<file path="config.mk">
export PLATFORM = sky130hd
export DESIGN_NAME = gray_conv_arbiter
export DESIGN_NICKNAME = d
export VERILOG_FILES = /design/src/rtl/gray_conv_arbiter.sv
export SDC_FILE = /design/constraint.sdc
export NUM_CORES = 1
export LEC_CHECK = 0
export CAP_MARGIN = 30
export CELL_PAD_IN_SITES_DETAIL_PLACEMENT = 2
export CELL_PAD_IN_SITES_GLOBAL_PLACEMENT = 2
export CORE_UTILIZATION = 24
export DETAILED_ROUTE_END_ITERATION = 7
export PLACE_DENSITY = 0.76
export SYNTH_ARGS = -nofsm -noshare
export SYNTH_HDL_FRONTEND = slang
export SYNTH_SLANG_ARGS = --single-unit
</file>
<file path="constraint.sdc">
create_clock -name clk -period 2.3 [get_ports clk]
set_input_delay 0.46 -clock clk [delete_from_list [all_inputs] [get_ports clk]]
set_output_delay 0.46 -clock clk [all_outputs]
set_load 0.005 [all_outputs]
</file>
<file path="src/rtl/gray_conv_arbiter.sv">
// gray_conv_arbiter: four requesters share one binary-to-Gray converter.
// Round-robin grant, one-entry registered output with valid/ready drain.
module gray_conv_arbiter #(
    parameter int W = 4
) (
    input  logic         clk,
    input  logic         rst_n,
    input  logic [3:0]   req,
    input  logic [W-1:0] bin0,
    input  logic [W-1:0] bin1,
    input  logic [W-1:0] bin2,
    input  logic [W-1:0] bin3,
    output logic [3:0]   ack,
    output logic         out_valid,
    input  logic         out_ready,
    output logic [W-1:0] out_gray,
    output logic [1:0]   out_id,
    input  logic         cnt_clr,
    output logic [7:0]   conv_count
);

    typedef enum logic {EMPTY, FULL} state_e;

    state_e       state_q;
    logic [1:0]   ptr_q;
    logic [W-1:0] gray_q;
    logic [1:0]   id_q;
    logic [7:0]   cnt_q;

    logic         accept;
    logic         gnt_v;
    logic [1:0]   gnt_d;
    logic [1:0]   idx;
    logic [W-1:0] bin_sel;
    logic [W-1:0] gray_d;
    logic         xfer;
    logic         hs;

    // Round-robin search starting at ptr_q; first set request wins.
    always_comb begin
        gnt_v = 1'b0;
        gnt_d = ptr_q;
        idx   = ptr_q;
        for (int i = 0; i < 4; i++) begin
            idx = ptr_q + 2'(i);
            if (!gnt_v && req[idx]) begin
                gnt_v = 1'b1;
                gnt_d = idx;
            end
        end
    end

    // Operand mux for the granted requester.
    always_comb begin
        bin_sel = bin0;
        unique case (gnt_d)
            2'd0: bin_sel = bin0;
            2'd1: bin_sel = bin1;
            2'd2: bin_sel = bin2;
            2'd3: bin_sel = bin3;
            default: bin_sel = bin0;
        endcase
    end

    assign gray_d = bin_sel ^ (bin_sel >> 1);
    assign accept = (state_q == EMPTY) || out_ready;
    assign xfer   = accept && gnt_v;
    assign hs     = (state_q == FULL) && out_ready;

    // Ack is suppressed during reset so no requester sees a phantom grant.
    assign ack = (rst_n && xfer) ? (4'b0001 << gnt_d) : 4'b0000;

    // Output slot control: load on transfer, empty on drain without refill.
    always_ff @(posedge clk or negedge rst_n) begin
        if (!rst_n) begin
            state_q <= EMPTY;
            ptr_q   <= 2'd0;
            gray_q  <= '0;
            id_q    <= 2'd0;
        end else begin
            if (xfer) begin
                gray_q <= gray_d;
                id_q   <= gnt_d;
                ptr_q  <= gnt_d + 2'd1;
            end
            unique case (state_q)
                EMPTY: if (xfer) state_q <= FULL;
                FULL:  if (!xfer && out_ready) state_q <= EMPTY;
                default: state_q <= EMPTY;
            endcase
        end
    end

    // Saturating handshake counter; clear beats increment.
    always_ff @(posedge clk or negedge rst_n) begin
        if (!rst_n) begin
            cnt_q <= 8'd0;
        end else if (cnt_clr) begin
            cnt_q <= 8'd0;
        end else if (hs && cnt_q != 8'hFF) begin
            cnt_q <= cnt_q + 8'd1;
        end
    end

    assign out_valid  = (state_q == FULL);
    assign out_gray   = gray_q;
    assign out_id     = id_q;
    assign conv_count = cnt_q;

endmodule

</file>
==> impl_metrics.toml <==
[floorplan]
die-area_um2 = 4650
num_rows = 23
core_area_um2 = 4120
io_pins = 43
start_util_pct = 25.5
die_y_um = 68.2
die-width_um = 68.2

[route]
vias = 1098
highest_layer = "met4"
routed_wl_mm = 4.08
wl_met1_mm = 1.62
met2_length_mm = 2.18
viasPerCell = 4.95
dr.pass1.iters = 5
met3_length_um = 226
drtIter0Drc = 20
route.detailed.drc = 0
ant_nets = 0
detail_route.wl_per_cell_um = 18.4

[placement]
hpwl_mm = 2.80
io_buffers = 42
gp_congestion = 0.746

[sta]
hold_ws_ns = 0.516
finalHoldViolations = 0
rsz0062_at_grt = "yes"
finClkSkew_ns = 0.000729
worst_pin_slew_ns = 0.348
fmax_mhz = 431
setup_tns_ns = -0.0205
setup_viol = 1
post-route-period-util_pct = 101
period_minus_slack_ns = 2.32
final.setup.worst_slack_ns = -0.0205
relSlewSlack_pct = 76.8
maxSlewViolCount = 0

[setup_path]
path_class = "input pin to output pin"
worst_ep_required_time_ns = 1.84
cp_max_fo = 4
endpoint_kind = "output pin"
start_kind = "input pin"
crit_arrival_ns = 1.86

[clock_network]
htree_levels = 1
numCtsBuffers = 3
cts.sinks = 17
ctsLongestPathBuffers = 2
clock_insertion_delay_worst_skew_ns = 0.26
path_clk_slew_ns = 0.07
cts_tree = "yes"
cts-root-buf = "clkbuf_8"

[power_and_ir_drop]
ir_drop_v = 0.000265
cellLeakagePower_nw = 0.792
p_per_area_nw_per_um2 = 815

[yosys]
ys_warn_count = 0
synth_cell_types = 31
synth_cells = 110
synth_edf_count = 0
ys_seq_elements = 17
synth_top_cell_area_share_pct = 40.5
mappedNetlistArea_um2 = 1050
syn_avg_cell_area_um2 = 9.55
async_flop_share_pct = 100
ys.flop_type = "dfrtp_1"
ys_seq_area_share_pct = 40.5
syn_nets = 140
yosys.area.top_type = "dfrtp_1"
ys_top_cells_by_area = "dfrtp_1 (40%), ha_1 (7.1%), a21oi_1 (5.2%)"

[global_route]
grt_antenna_before_repair = 0
first_global_vias = 1184
overflow = 0
grt_pass1_wl_mm = 5.91
grt_max_degree = 18
track_usage_pct = 17.7

[worst_hold_path]
hold_path.class = "flip-flop to flip-flop"

[finish]
antennaDiodeCount = 0
fillers = 436
nNetsFinal = 203
drive_above_1_share_pct = 31.4
syn_to_final_growth_pct = 72.9

[run_status]
status = "finished with violations"
violations = "negative setup slack"

[flow_run]
cap_violations = 0
[through the flow]
step / instance area [um^2] / worst slack [ns] / cells / total power (W) / utilization (%)
after floorplan: 1050 / 0.226 / 110 / 0.000729 / -
after global placement: 1620 / -0.559 / 212 / 0.00104 / 39.3
after detailed placement: 1620 / -0.700 / 212 / 0.00107 / 39.3
after CTS: 1770 / 0.000630 / 221 / 0.00139 / 42.9
after global routing: 1820 / -0.118 / 222 / 0.00157 / 44.1
final: 1820 / -0.0205 / 222 / 0.00148 / 44.1
[routing by layer]
metal | vias to the layer above | GRT usage [%]
met2 | 32 | 30.8
met4 | 0 | 6.25
met1 | 541 | 21.0
met5 | - | 0
li1 | 520 | -
met3 | 5 | 4.17
[where the power goes]
part           switching [W]  internal, W  total [W]
clock network       0.000116     0.000121   0.000236
logic               0.000341     0.000477   0.000818
registers          0.0000548     0.000371   0.000426
total               0.000511     0.000970    0.00148
[placed cells by master, fill, tap and decap left out, types with 3 or more instances in the layout]
master and count:
clkbuf_8 3, inv_1 7, clkdlybuf4s50_1 34, mux2_2 3, a21oi_2 5, buf_6 5, nor2_1 11, inv_2 3
clkdlybuf4s15_2 3, a21oi_1 7, and3_1 5, mux2i_1 5, xnor2_1 3, o21ai_0 4, nand2_1 5, dfrtp_1 15
a222oi_1 4, xor2_1 4, buf_4 14, ha_1 3
[cells by family (layout without fill, tap and decap cells)]
group | count (synthesis) | after routing | share of synthesized area (%)
DFF | 17 | 17 | 40.5
xor gates and xnor gates | 7 | 7 | 5.83
AOI/OAI and AO/OA | 27 | 27 | 18.0
and+or+nand+nor | 32 | 32 | 15.8
adders and majority gates | 6 | 6 | 7.14
muxes | 8 | 8 | 7.98
buffers and inverters | 13 | 75 | 4.76
[cell type report]
type,instances,area (um^2),share of cell area [%]
Multi-Input combinational cell,80,678,37.3
Timing Repair Buffer,61,564,31.1
Sequential cell,17,428,23.6
Tap cell,50,62.6,3.44
Clock buffer,3,41.3,2.27
Inverter,10,37.5,2.07
Clock inverter,1,5.00,0.275
[synth_stat cells (2+ instances only)]
| cell | instances |
|---|---|
| o21ai_0 | 5 |
| nand4_1 | 2 |
| and3_1 | 5 |
| xnor2_1 | 3 |
| or3_1 | 2 |
| ha_1 | 6 |
| xor2_1 | 4 |
| nand2_1 | 5 |
| nor2b_1 | 2 |
| a222oi_1 | 4 |
| inv_1 | 10 |
| mux2_2 | 3 |
| nor2_1 | 11 |
| a21oi_1 | 11 |
| mux2i_1 | 5 |
| dfrtp_1 | 17 |
[repair_timing]
action,CTS,global route
gates resized for setup,45,11
gates cloned,0,0
endpoints found under the setup margin,8,8
pin swaps,9,9
buffers inserted,5,2
hold buffers,0,0
[final timing paths]
check / slack [ns] / endpoint / startpoint / cells after the start
hold / removal: 0.52 / out_id[0] / out_id[0] / 1
min in group asynchronous: 0.66 / out_gray[0] / rst_n / 2
hold reg to reg: 0.52 / out_id[0] / out_id[0] / 1
max in group asynchronous: 1.43 / ptr_q[0] / rst_n / 2
setup / recovery: -0.02 / ack[0] / req[2] / 8
setup reg to reg: 0.04 / out_gray[0] / ptr_q[1] / 11
[worst max-delay path, stage by stage]
cell,delay [ns]
clkdlybuf4s15_2,0.20
nor2b_4,0.13
o21ai_1,0.18
o221a_4,0.23
inv_2,0.06
ha_1,0.18
and3_1,0.16
dlygate4sd2_1,0.26
[registers in the layout, indices dropped and copies added (netlist names)]
| register | cells |
|---|---|
| out_gray | 4 |
| ptr_q | 2 |
| conv_count | 8 |
| out_id | 2 |
| out_valid | 1 |
No activity file was read; power rests on OpenSTA's default activity.
